**config.mk**
```make
export PLATFORM = sky130hd
export DESIGN_NAME = usb_bulk_in_arbiter_flat
export DESIGN_NICKNAME = d
export VERILOG_FILES = /design/src/rtl/usb_defs_pkg.sv /design/src/rtl/usb_bulk_in_arbiter_if.sv /design/src/rtl/usb_pkt_counter.sv /design/src/rtl/usb_bulk_in_arbiter.sv /design/src/flat_wrapper.sv
export SDC_FILE = /design/constraint.sdc
export NUM_CORES = 1
export LEC_CHECK = 0
export CAP_MARGIN = 40
export CORE_MARGIN = 4
export CORE_UTILIZATION = 53
export CTS_BUF_LIST = sky130_fd_sc_hd__clkbuf_4 sky130_fd_sc_hd__clkbuf_8
export DETAILED_ROUTE_END_ITERATION = 7
export PLACE_DENSITY_LB_ADDON = 0.08
export SKIP_LAST_GASP = 1
export SLEW_MARGIN = 20
export SYNTH_ARGS = -nofsm -noshare
export SYNTH_HDL_FRONTEND = slang
export SYNTH_SLANG_ARGS = --single-unit
```
**constraint.sdc**
```tcl
create_clock -name clock -period 5.7 [get_ports clock]
set_input_delay 0.855 -clock clock [delete_from_list [all_inputs] [get_ports clock]]
set_output_delay 0.855 -clock clock [all_outputs]
set_load 0.005 [all_outputs]
```
**src/rtl/usb_defs_pkg.sv**
```systemverilog
// usb_defs_pkg: shared encodings and sizes for the USB BULK IN arbiter slice.
// Latency: n/a (types, constants and one pure helper function).
// Backpressure: n/a.
// Contents: arbiter state encoding, default maximum packet length, packet-counter width,
//           and the round-robin tie-break helper.
package usb_defs_pkg;

    // State values double as the one-hot grant vector (bit0 = source 0, bit1 = source 1).
    typedef enum logic [1:0] {
        ST_IDLE = 2'b00,
        ST_GNT0 = 2'b01,
        ST_GNT1 = 2'b10
    } arb_state_t;

    localparam int MAX_PACKET_LENGTH_DEF = 512;
    localparam int PKT_CNT_W             = 16;

    // Tie-break: serve whichever source did not finish the most recent packet.
    // last_src = 1 means source 1 was served last.
    function automatic arb_state_t rr_winner(input logic last_src);
        return last_src ? ST_GNT0 : ST_GNT1;
    endfunction

endpackage

```
**src/rtl/usb_bulk_in_arbiter_if.sv**
```systemverilog
// usb_bulk_in_arbiter_if: one 8-bit AXI-Stream byte link (tvalid/tready/tlast/tdata).
// Latency: none (wires only).
// Backpressure: tready driven by the receiving side, honoured by the sending side.
// Modports: master = byte producer (drives tvalid/tlast/tdata), slave = byte consumer (drives tready).
interface usb_bulk_in_arbiter_if;

    logic       tvalid;
    logic       tready;
    logic       tlast;
    logic [7:0] tdata;

    modport master (
        output tvalid,
        output tlast,
        output tdata,
        input  tready
    );

    modport slave (
        input  tvalid,
        input  tlast,
        input  tdata,
        output tready
    );

endinterface

```
**src/rtl/usb_pkt_counter.sv**
```systemverilog
// usb_pkt_counter: 16-bit wrapping event counter with enable.
// Latency: count reflects an enable pulse one clock after it is sampled.
// Backpressure: none; counts every cycle en is high, wraps 16'hFFFF -> 0.
// Ports: clock, arst_n (async active-low), en, count.
module usb_pkt_counter
    import usb_defs_pkg::*;
(
    input  logic                 clock,
    input  logic                 arst_n,
    input  logic                 en,
    output logic [PKT_CNT_W-1:0] count
);

    always_ff @(posedge clock or negedge arst_n) begin
        if (!arst_n) begin
            count <= '0;
        end else if (en) begin
            count <= count + 1'b1;
        end
    end

endmodule

```
**src/rtl/usb_bulk_in_arbiter.sv**
```systemverilog
// usb_bulk_in_arbiter: packet-granular 2:1 arbiter sharing the USB BULK IN byte stream.
// Latency: one-cycle grant decision from ST_IDLE, then zero-latency combinational passthrough.
// Backpressure: m.tready is steered only to the granted source; the other source sees tready = 0.
// Ports: clock / arst_n (async active-low); s0 = DDR3 read-back source, s1 = loopback/telemetry
//        source, m = BULK IN sink; grant_o one-hot grant (00 idle), split_o one-cycle pulse after a
//        length-limited packet end, pkts0_o / pkts1_o per-source completed-packet counts.
// Build option: USB_ARB_FIXED_PRIORITY_EN -- source 0 always wins ties, no round-robin state is built.
module usb_bulk_in_arbiter
    import usb_defs_pkg::*;
#(
    parameter int MAX_PACKET_LENGTH = MAX_PACKET_LENGTH_DEF,
    parameter int CBITS             = $clog2(MAX_PACKET_LENGTH + 1)
) (
    input  logic                  clock,
    input  logic                  arst_n,
    usb_bulk_in_arbiter_if.slave  s0,
    usb_bulk_in_arbiter_if.slave  s1,
    usb_bulk_in_arbiter_if.master m,
    output logic [1:0]            grant_o,
    output logic                  split_o,
    output logic [PKT_CNT_W-1:0]  pkts0_o,
    output logic [PKT_CNT_W-1:0]  pkts1_o
);

    // Byte index at which the end-point limit forces tlast.
    localparam logic [CBITS-1:0] LIMIT_IDX = CBITS'(MAX_PACKET_LENGTH - 1);

    arb_state_t       state;
    arb_state_t       tie_state;
    logic [CBITS-1:0] byte_cnt;
    logic             sel_last;
    logic             at_limit;
    logic             xfer;
    logic             pkt_end;

`ifndef USB_ARB_FIXED_PRIORITY_EN
    logic             last_src;   // 1 = source 1 finished the most recent packet
`endif

    // Winner when both sources request in the same idle cycle.
    always_comb begin
`ifdef USB_ARB_FIXED_PRIORITY_EN
        tie_state = ST_GNT0;
`else
        tie_state = rr_winner(last_src);
`endif
    end

    // Passthrough mux: the granted source is wired straight to the sink.
    always_comb begin
        m.tvalid  = 1'b0;
        m.tdata   = 8'h00;
        s0.tready = 1'b0;
        s1.tready = 1'b0;
        sel_last  = 1'b0;
        case (state)
            ST_GNT0: begin
                m.tvalid  = s0.tvalid;
                m.tdata   = s0.tdata;
                s0.tready = m.tready;
                sel_last  = s0.tlast;
            end
            ST_GNT1: begin
                m.tvalid  = s1.tvalid;
                m.tdata   = s1.tdata;
                s1.tready = m.tready;
                sel_last  = s1.tlast;
            end
            default: ;
        endcase
    end

    // tlast comes from the source or is forced on the last byte the end-point allows.
    assign at_limit = (byte_cnt == LIMIT_IDX);
    assign m.tlast  = (state != ST_IDLE) && (sel_last || at_limit);
    assign xfer     = m.tvalid && m.tready;
    assign pkt_end  = xfer && m.tlast;
    assign grant_o  = state;

    always_ff @(posedge clock or negedge arst_n) begin
        if (!arst_n) begin
            state    <= ST_IDLE;
            byte_cnt <= '0;
            split_o  <= 1'b0;
`ifndef USB_ARB_FIXED_PRIORITY_EN
            last_src <= 1'b1;
`endif
        end else begin
            // A forced end with the source still mid-packet is a split; the
            // remainder re-arbitrates after the idle bubble like any new packet.
            split_o <= pkt_end && !sel_last;
            case (state)
                ST_IDLE: begin
                    byte_cnt <= '0;
                    if (s0.tvalid && s1.tvalid) begin
                        state <= tie_state;
                    end else if (s0.tvalid) begin
                        state <= ST_GNT0;
                    end else if (s1.tvalid) begin
                        state <= ST_GNT1;
                    end
                end
                default: begin
                    // Grant holds through valid gaps until the tlast transfer.
                    if (xfer) begin
                        if (m.tlast) begin
                            state    <= ST_IDLE;
                            byte_cnt <= '0;
`ifndef USB_ARB_FIXED_PRIORITY_EN
                            last_src <= (state == ST_GNT1);
`endif
                        end else begin
                            byte_cnt <= byte_cnt + 1'b1;
                        end
                    end
                end
            endcase
        end
    end

    usb_pkt_counter u_pkts0 (
        .clock  (clock),
        .arst_n (arst_n),
        .en     (pkt_end && (state == ST_GNT0)),
        .count  (pkts0_o)
    );

    usb_pkt_counter u_pkts1 (
        .clock  (clock),
        .arst_n (arst_n),
        .en     (pkt_end && (state == ST_GNT1)),
        .count  (pkts1_o)
    );

    // Grant is one-hot or idle; the byte counter never passes the forced-tlast index.
    assert property (@(posedge clock) disable iff (!arst_n) $onehot0(grant_o));
    assert property (@(posedge clock) disable iff (!arst_n) byte_cnt <= LIMIT_IDX);

endmodule

```
**src/flat_wrapper.sv**
```systemverilog
// flat-port wrapper written by rule: the top's interface ports become plain ports
module usb_bulk_in_arbiter_flat import usb_defs_pkg::*;
#(
    parameter int MAX_PACKET_LENGTH = MAX_PACKET_LENGTH_DEF,
    parameter int CBITS             = $clog2(MAX_PACKET_LENGTH + 1)
)
  (clock, arst_n, grant_o, split_o, pkts0_o, pkts1_o, s0_tvalid, s0_tlast, s0_tdata, s0_tready, s1_tvalid, s1_tlast, s1_tdata, s1_tready, m_tvalid, m_tlast, m_tdata, m_tready);
  usb_bulk_in_arbiter_if s0_i ();
  usb_bulk_in_arbiter_if s1_i ();
  usb_bulk_in_arbiter_if m_i ();
  input  logic clock;
  input  logic arst_n;
  output logic [1:0] grant_o;
  output logic split_o;
  output logic [PKT_CNT_W-1:0] pkts0_o;
  output logic [PKT_CNT_W-1:0] pkts1_o;
  input wire logic [$bits(s0_i.tvalid)-1:0] s0_tvalid;
  input wire logic [$bits(s0_i.tlast)-1:0] s0_tlast;
  input wire logic [$bits(s0_i.tdata)-1:0] s0_tdata;
  output wire logic [$bits(s0_i.tready)-1:0] s0_tready;
  input wire logic [$bits(s1_i.tvalid)-1:0] s1_tvalid;
  input wire logic [$bits(s1_i.tlast)-1:0] s1_tlast;
  input wire logic [$bits(s1_i.tdata)-1:0] s1_tdata;
  output wire logic [$bits(s1_i.tready)-1:0] s1_tready;
  output wire logic [$bits(m_i.tvalid)-1:0] m_tvalid;
  output wire logic [$bits(m_i.tlast)-1:0] m_tlast;
  output wire logic [$bits(m_i.tdata)-1:0] m_tdata;
  input wire logic [$bits(m_i.tready)-1:0] m_tready;
  assign s0_i.tvalid = s0_tvalid;
  assign s0_i.tlast = s0_tlast;
  assign s0_i.tdata = s0_tdata;
  assign s0_tready = s0_i.tready;
  assign s1_i.tvalid = s1_tvalid;
  assign s1_i.tlast = s1_tlast;
  assign s1_i.tdata = s1_tdata;
  assign s1_tready = s1_i.tready;
  assign m_tvalid = m_i.tvalid;
  assign m_tlast = m_i.tlast;
  assign m_tdata = m_i.tdata;
  assign m_i.tready = m_tready;
  usb_bulk_in_arbiter #(.MAX_PACKET_LENGTH(MAX_PACKET_LENGTH), .CBITS(CBITS)) u_core (.clock(clock), .arst_n(arst_n), .s0(s0_i), .s1(s1_i), .m(m_i), .grant_o(grant_o), .split_o(split_o), .pkts0_o(pkts0_o), .pkts1_o(pkts1_o));
endmodule
```
* Yosys cells after proc, flatten, opt, wreduce, memory -nomap -nowiden
Cells that the tools add are included.
** Word-level totals
- Output and inout bits :: 47
- Flip-flop bits (word level) :: 46
** Operators by class
- Bitwise operators :: 1
- Muxes and demuxes :: 15
- Equality and inequality tests :: 4
- Reduce and logical (&&, ||, !) cells :: 15
- $add $sub $neg :: 3
** Operator list (count)
- $add A16 B1 Y16 const B :: 2
- $mux W10 :: 3
- $pmux W8 S2 :: 1
- $mux W2 :: 7
- $add A10 B1 Y10 const B :: 1
- $eq A10 B9 Y1 const B :: 1
- $logic_and A1 B1 Y1 :: 7
- $reduce_and A3 Y1 :: 2
- $reduce_bool A2 Y1 :: 3
- $ne A4 B3 Y1 const B :: 1
- $pmux W1 S2 :: 2
- $eq A2 B1 Y1 const B :: 1
- $eq A2 B2 Y1 const B :: 1
- $logic_not A2 Y1 :: 1
- $mux W1 :: 2
- $logic_not A1 Y1 :: 1
- $logic_or A1 B1 Y1 :: 1
- $not A1 Y1 :: 1

* Depth between registers and ports, before layout
Gate-level depths: netlist of run 1.
- Depth after elaboration :: 7
- Gate-level depth with buffers :: 9
- Mapped depth without buffers :: 7

* Modules after synthesis
From an unflattened synthesis of run 1, not the netlist that was laid out.
** Unflattened totals
- Cells, all modules :: 221
- Area, all modules :: 2406.1 sq um
** Modules (own cells, without submodules)
- usb_pkt_counter :: cells each 56, seq. area each 400.4 sq um, area an instance 695.7 sq um, instances 2
- usb_bulk_in_arbiter :: cells each 109, seq. area each 351.6 sq um, area an instance 1014.7 sq um, instances 1

* Least setup slack after synthesis of run 1
Ideal clock, no wire load.
- Path kind :: input -> output
- Start point :: in s1_tlast
- End point :: out m_tlast
- Stages on the path :: 5
- Slack :: 3.160 ns
- Arrival time :: 1.685 ns
- Required time :: 4.845 ns
- Path buffers :: 1
- Path through :: a22o_1 > and2_0 > clkbuf_2 > nor2_1 > nor2_1
** Between the ends
- Cells in the longest elaborated chain, start to end :: 3
** Ends and longest elaborated chain
- from (decl) :: line flat_wrapper.sv:22 : input wire logic [$bits(s1_i.tlast)-1:0] s1_tlast;
- $pmux W1 S2 :: line usb_bulk_in_arbiter.sv:56 : case (state)
- $logic_or A1 B1 Y1 :: line usb_bulk_in_arbiter.sv:75 : assign m.tlast = (state != ST_IDLE) && (sel_last || at_limit);
- $logic_and A1 B1 Y1 :: line usb_bulk_in_arbiter.sv:75
- to (decl) :: line flat_wrapper.sv:26 : output wire logic [$bits(m_i.tlast)-1:0] m_tlast;
No other way between the ends.

* Worst setup path in the final report of run 1
- Start point :: reg u_core.state[1] (netlist: u_core.grant_o[1])
- End point :: out m_tlast
** Between the ends
- Cells in the longest elaborated chain, start to end :: 4
** Ends and longest elaborated chain
- from (decl) :: line usb_bulk_in_arbiter.sv:28 : arb_state_t state;
- from (signal assigned) :: line usb_bulk_in_arbiter.sv:96 : state <= tie_state;
- $eq A2 B2 Y1 / $eq A2 B1 Y1 (equally long branches) :: line usb_bulk_in_arbiter.sv:56
- $pmux W1 S2 :: line usb_bulk_in_arbiter.sv:56
- $logic_or A1 B1 Y1 :: line usb_bulk_in_arbiter.sv:75
- $logic_and A1 B1 Y1 * :: line usb_bulk_in_arbiter.sv:75
Every way passes the cells marked *; elsewhere a longest branch is shown, timed or not.

==> results of run 1 <==
-- Yosys cell counts, types with 4 or more instances --
master	instances	area (sq um)
dfrtp_1	45	1130
nand2_1	24	90.1
nor2_1	20	75.1
xor2_1	20	175
nand3_1	15	75.1
xnor2_1	14	123
nor2b_1	11	68.8
nor3_1	11	55.1
a22oi_1	9	67.6
nand4_1	8	50.1
inv_1	7	26.3
ha_1	6	75.1
o21ai_0	6	30.0
nor4_1	5	31.3
a21oi_1	4	20.0
and3_1	4	25.0
and4_1	4	35.0
clkbuf_1	4	15.0
-- area by class of cell --
type | instances | share of cell area (%)
flip-flops and latches | 46 | 34.9
repair buffers | 70 | 21.4
well taps | 52 | 1.97
multi-input cells | 189 | 37.5
inverters | 7 | 0.796
clock inverters | 1 | 0.910
clock buffers | 6 | 2.50
-- worst min-delay path by stage --
| stage | startpoint | endpoint | cells after the start |
|---|---|---|---|
| after CTS | u_core.u_pkts0.count[15] | u_core.u_pkts0.count[15] | 1 |
| after global placement | u_core.last_src | u_core.last_src | 2 |
| after floorplan | u_core.last_src | u_core.last_src | 2 |
| after detailed placement | u_core.u_pkts0.count[15] | u_core.u_pkts0.count[15] | 1 |
| after global routing | u_core.u_pkts0.count[15] | u_core.u_pkts0.count[15] | 1 |
| final | u_core.u_pkts0.count[15] | u_core.u_pkts0.count[15] | 1 |
-- logic make-up after synthesis --
family          share of synthesized area (%)
compound gates                           8.39
mux                                      1.23
flops                                    47.1
simple gates                             25.7
fa+ha+maj                                3.07
xor+xnor                                 12.2
buf+inv                                  2.30
-- power by group through the flow --
stage / clock network [uW] / logic, uW / registers, uW
final: 247 / 349 / 361
after global routing: 268 / 383 / 365
after CTS: 249 / 353 / 361
after detailed placement: 0 / 351 / 368
after global placement: 0 / 346 / 367
after floorplan: 0 / 196 / 366
-- layout by cell type, fill, tap and decap left out, types with 2 or more instances in the layout --
cell type	synthesis	final
dfrtp_1	45	45
o21ai_0	6	6
nor4_1	5	5
or3_1	2	2
and2_1	2	2
nor2_1	20	20
nand2_1	24	24
and3_1	4	4
nor2b_1	11	11
nand3_1	15	15
inv_1	7	7
ha_1	6	6
xor2_1	20	20
xnor2_1	14	14
nand4_1	8	8
o211ai_1	2	2
mux2_4	2	2
a31oi_1	2	2
nor3_1	11	11
a22oi_1	9	9
a21oi_1	4	4
and4_1	4	4
clkbuf_8	0	6
clkdlybuf4s50_1	0	68
-- worst max-delay path: stages (launching register included) --
cell and delay, ns:
dfrtp_1 0.40, inv_1 0.12, ha_1 0.52, a22o_1 0.24, and2_0 0.33, nor2_1 0.19
nor2_1 0.17, clkdlybuf4s50_1 0.53
-- per-stage QoR --
stage / std cells / setup WS, ns / power [uW]
CTS: 371 / 2.04 / 963
detailed placement: 364 / 2.15 / 719
global route: 371 / 1.87 / 1020
global placement: 363 / 2.17 / 713
finish: 371 / 2.06 / 957
floorplan: 249 / 3.16 / 562
-- registers in the layout (all words and copies together), names as in the netlist --
name	cells
u_core.grant_o	2
u_core.byte_cnt	10
u_core.u_pkts1.count	16
u_core.u_pkts0.count	16
u_core.split_o	1
u_core.last_src	1
-- routing by layer --
layer | part of all wire, % | GRT usage (%) | vias to the layer above
met4 | 1.1 | 4.45 | 0
li1 | - | - | 1006
met3 | 3.3 | 3.79 | 8
met2 | 49 | 31.6 | 48
met5 | 0 | 0 | -
met1 | 47 | 27.9 | 1008
==> results.md, run 1 <==
* Vias in the first global route at 2014
* Most used flip-flop cell after synthesis: dfrtp_1
* Die span in y at 75.9 um
* Clock share of power at 25.8%
* Number of placement rows at 24
* Type of the worst setup path: reg -> out
* Worst Tran Pin Value at 0.691 ns
* Critical-path maximum fanout at 15
* Area of the core at 4410 sq um
* Period utilization at 63.8%
* Type of origin of the critical path: flip-flop
* Synth Area per Inst at 9.82 sq um
* Path category of the worst min-delay check: reg -> reg
* Endpoint of the worst register-to-register path: u_core.u_pkts1.count[13]
* Total Nets Final at 348
* Post-Route WL at 5630 um
* Endpoint class of the critical path: output pin
* Worst hold slack at 0.466 ns
* Worst-case clock skew at 0.00476 ns
* Syn_nets at 278
* Clock Pin Slew Worst Setup and Hold Paths at 0.08 ns
* Hold violation total from the final report at 0
* Number of vias in the routed layout at 2070
* Initial antenna violation count at 0
* Flop pwr share at 37.7%
* Iteration-0 DRC Markers at 149
* EDFF count, synth at 0
* Critical R2R Launch: u_core.grant_o[1]
* Max-slew violation count at 0
* Reg-to-reg slack, setup at 2.97 ns
* Leakage at 0.00145 uW
* Achievable Freq at 0.275 GHz
* CTS hold repair buffers at 0
* Max_cap viols at 0
* Total routing usage reported by global routing at 19.8%
* Setup TNS at 0 ns
* Buffers added on ports at 69
* Clk sink count at 46
* Postcts setup bufs at 0
* Instance area at placement at 3190 sq um
* Total overflow reported by the global router at 0
* Proportion of layout cells with a drive suffix above 1 at 6.58%
* First-pass GRT wire length at 9670 um
* Worst-Skew Late Latency at 0.29 ns
* Area taken by flip-flops and latches at 1150 sq um
* Final instance area at 3300 sq um
* Worst slew slack as a fraction of its limit at 53.8%
* Required time at the worst-slack endpoint at 4.85 ns
* Internal power of the cells at 649 uW
* Synthesized netlist cell count at 249
* Total CTS buffers at 5
* Area of the multi-input gates at 1240 sq um
* Arr. time, crit path at 2.78 ns
* Count of instances resized after the clock tree is built at 0
* Post-route DRC violation count at 0
* Clock root buffer: clkbuf_8
* Syn Std Cell Area at 2450 sq um
* Starting Density at 55.4%
* Antenna cells at 0
* Detailed Place HPWL at 4260 um
* Final setup violation count at 0
* Share of the yosys chip area belonging to registers at 47.1%
* Number of search-and-repair iterations in the first detailed-routing pass at 4
* Register bit total from synthesis at 46
* Switching power at 309 uW
* RSZ-0062 raised after global routing: false
* Longest Clk Path Bufs at 2
* Die X-Extent at 75.9 um
* CTS tree: yes
* Average wire length per cell after detail routing at 15.2 um
* Die ar. at 5770 sq um
* Power per cell area at 290 nW/um^2
* Largest net degree at the start of global routing at 25
* Crit path time final at 3.64 ns
* Yosys warning total at 0
* Post-synthesis cell type count at 44
* Switching Share at 32.3%
* Filler Cell Count at 347
* Combinational share of power at 36.5%
* Run status: complete, no violations
* Fraction of the core area covered by cells at the end of the flow at 74.7%
* Via-to-Cell Ratio at 5.58
* Count of pins on the block boundary at 70
* Worst R2R Path Depth at 7
* P&R area growth vs syn at 34.9%
* Maximum ir drop on the vdd rail at 192 uV
* Number of nets still failing antenna checks after routing at 0
* Max H-tree Level at 2
* Routability-driven placement congestion ratio at 0.807
* Post-synth ARST share at 100%
* Capturing instance or port of the critical path: m_tlast
* Origin of the worst setup path: u_core.grant_o[1]
Power figures use the tool's default switching activity.
==> inputs of run 2 (changes only) <==
--- a/config.mk
+++ b/config.mk
@@ -7,7 +7,7 @@
 export LEC_CHECK = 0
 export CAP_MARGIN = 40
 export CORE_MARGIN = 4
-export CORE_UTILIZATION = 53
+export CORE_UTILIZATION = 49
 export CTS_BUF_LIST = sky130_fd_sc_hd__clkbuf_4 sky130_fd_sc_hd__clkbuf_8
 export DETAILED_ROUTE_END_ITERATION = 7
 export PLACE_DENSITY_LB_ADDON = 0.08
==> constraint.sdc (replaced) <==
create_clock -name clock -period 3.55 [get_ports clock]
set_input_delay 0.5325 -clock clock [delete_from_list [all_inputs] [get_ports clock]]
set_output_delay 0.5325 -clock clock [all_outputs]
set_load 0.005 [all_outputs]
==> results.md, run 2 (same netlist as run 1, synthesis figures left out) <==
* Type of origin of the critical path: flip-flop (unchanged)
* Starting Density at 51.1% (was 55.4%)
* Capturing instance or port of the critical path: m_tlast (unchanged)
* Number of placement rows at 25 (was 24)
* Final instance area at 3340 sq um (was 3300 sq um)
* Routability-driven placement congestion ratio at 0.835 (was 0.807)
* Area of the core at 4790 sq um (was 4410 sq um)
* Total overflow reported by the global router at 0 (unchanged)
* Total routing usage reported by global routing at 20.6% (was 19.8%)
* Type of the worst setup path: reg -> out (unchanged)
* Area of the multi-input gates at 1240 sq um (unchanged)
* Worst-case setup slack after placement at 0.617 ns (was 2.15 ns)
* CTS tree: yes (unchanged)
* Combinational share of power at 37.7% (was 36.5%)
* Die X-Extent at 78.7 um (was 75.9 um)
* Clock root buffer: clkbuf_8 (unchanged)
* Path category of the worst min-delay check: in -> async (was reg -> reg)
* Switching Share at 33.2% (was 32.3%)
* Endpoint of the worst register-to-register path: u_core.u_pkts1.count[13] (unchanged)
* Period utilization at 84.4%
* Critical-path maximum fanout at 12 (was 15)
* Postcts setup bufs at 0 (unchanged)
* Clock share of power at 24.8% (was 25.8%)
* Most common cell after layout, fill and taps aside: clkdlybuf4s50_1 (unchanged)
* Detailed Place HPWL at 4450 um (was 4260 um)
* CTS hold repair buffers at 0 (unchanged)
* Setup TNS at 0 ns (unchanged)
* Worst R2R Path Depth at 7 (unchanged)
* Post-Route WL at 5850 um (was 5630 um)
* Instance area at placement at 3230 sq um (was 3190 sq um)
* Commonest cells after routing, fill and taps aside: 68 x clkdlybuf4s50_1, 45 x dfrtp_1, 24 x nand2_1 (unchanged)
* Proportion of layout cells with a drive suffix above 1 at 7.45% (was 6.58%)
* Number of nets still failing antenna checks after routing at 0 (unchanged)
* Critical R2R Launch: u_core.grant_o[0] (was u_core.grant_o[1])
* Required time at the worst-slack endpoint at 3.02 ns (was 4.85 ns)
* Number of placed instances, taps included at 381 (was 364)
* Number of search-and-repair iterations in the first detailed-routing pass at 4 (unchanged)
* Min setup slack post-route at 0.553 ns (was 2.06 ns)
* Maximum ir drop on the vdd rail at 375 uV (was 192 uV)
* Max_cap viols at 0 (unchanged)
* Count of pins on the block boundary at 70 (unchanged)
* Endpoint class of the critical path: output pin (unchanged)
* Switching power at 514 uW (was 309 uW)
* Filler Cell Count at 394 (was 347)
* Total Nets Final at 350 (was 348)
* RSZ-0062 raised after global routing: false (unchanged)
* Hold violation total from the final report at 0 (unchanged)
* Leakage at 0.00147 uW (was 0.00145 uW)
* Worst-case clock skew at 0.00978 ns (was 0.00476 ns)
* Power per cell area at 464 nW/um^2 (was 290 nW/um^2)
* Clk sink count at 46 (unchanged)
* Origin of the worst setup path: u_core.grant_o[0] (was u_core.grant_o[1])
* Total CTS buffers at 5 (unchanged)
* Worst-Skew Late Latency at 0.29 ns (about the same)
* Crit path time final at 3.00 ns
* Arr. time, crit path at 2.46 ns (was 2.78 ns)
* First-pass GRT wire length at 10200 um (was 9670 um)
* Internal power of the cells at 1030 uW (was 649 uW)
* Buffers added on ports at 69 (unchanged)
* Iteration-0 DRC Markers at 109 (was 149)
* Max-slew violation count at 0 (unchanged)
* Number of vias in the routed layout at 2082 (was 2070)
* Vias in the first global route at 2179 (was 2014)
* Largest registers: u_core.u_pkts0.count x16, u_core.u_pkts1.count x16, u_core.byte_cnt x10 (unchanged)
* Longest Clk Path Bufs at 2 (unchanged)
* Reg-to-reg slack, setup at 1.00 ns (was 2.97 ns)
* Number of standard cells in the layout, taps in and fillers out at 389 (was 371)
* Flop pwr share at 37.5% (was 37.7%)
* Final setup violation count at 0 (unchanged)
* P&R area growth vs syn at 36.4% (was 34.9%)
* Clock Pin Slew Worst Setup and Hold Paths at 0.09 ns (was 0.08 ns)
* Power consumption at 1550 uW (was 957 uW)
* Count of instances resized after the clock tree is built at 0 (unchanged)
* Achievable Freq at 0.334 GHz
* Antenna cells at 0 (unchanged)
* Worst Tran Pin Value at 0.698 ns (was 0.691 ns)
* Run status: complete, no violations (unchanged)
* Post-route DRC violation count at 0 (unchanged)
* Worst slew slack as a fraction of its limit at 53.3% (was 53.8%)
* Average wire length per cell after detail routing at 15.0 um (was 15.2 um)
* Area taken by flip-flops and latches at 1150 sq um (unchanged)
* Die ar. at 6190 sq um (was 5770 sq um)
* Via-to-Cell Ratio at 5.35 (was 5.58)
* Initial antenna violation count at 0 (unchanged)
* Die span in y at 78.7 um (was 75.9 um)
* Max H-tree Level at 2 (unchanged)
* Largest net degree at the start of global routing at 25 (unchanged)
## run 2: cell types whose count changed in the layout (fill, tap and decap cells not counted), sizes merged
cell / previous run / this run
clkbuf: 6 / 5
clkinv: 0 / 2
buf: 2 / 4
## run 2: how the worst min path moves through the flow
stage | end | startpoint | slack [ns]
after floorplan | u_core.byte_cnt[0] | arst_n | 0.24
after global placement | u_core.last_src | u_core.last_src | 0.45
after detailed placement | u_core.last_src | u_core.last_src | 0.45
after CTS | u_core.byte_cnt[6] | arst_n | 0.24
after global routing | u_core.byte_cnt[6] | arst_n | 0.26
final | u_core.byte_cnt[6] | arst_n | 0.23
## run 2: layer usage
layer | GRT usage [%] | part of all wire (%) | vias up | wire length, um
met4 | 4.55 | 0.75 | 0 | 44
met1 | 26.0 | 45 | 1013 | 2640
met5 | 0 | 0 | - | 0
met2 | 36.3 | 51 | 45 | 2970
li1 | - | - | 1019 | -
met3 | 4.01 | 3.4 | 5 | 198
## run 2: cell type report
type | count | share of cell area [%]
sequential | 46 | 34.5
tap | 67 | 2.51
clock inverter | 3 | 1.20
clock buffer | 5 | 2.06
multi-input combinational | 189 | 37.1
timing repair buffer | 72 | 21.8
inverter | 7 | 0.787
## run 2: per-stage QoR
stage	hold WS (ns)	utilization, %
5_1_grt	0.260	69.7
2_1_floorplan	0.237	-
4_1_cts	0.243	69.7
6_report	0.226	69.7
3_5_place_dp	0.453	67.5
3_3_place_gp	0.454	66.9
## run 2: critical path: stages (launching register included)
cell	delay [ns]
dfrtp_1	0.39
inv_1	0.09
ha_1	0.48
and2_0	0.38
nor2_1	0.20
nor2_1	0.12
clkdlybuf4s50_1	0.51
## run 2: power groups by stage
stage,registers [uW],logic [uW],clock network [uW]
final,580,584,384
after global routing,586,644,412
after CTS,581,591,389
after detailed placement,592,588,0
after global placement,590,576,0
after floorplan,588,315,0
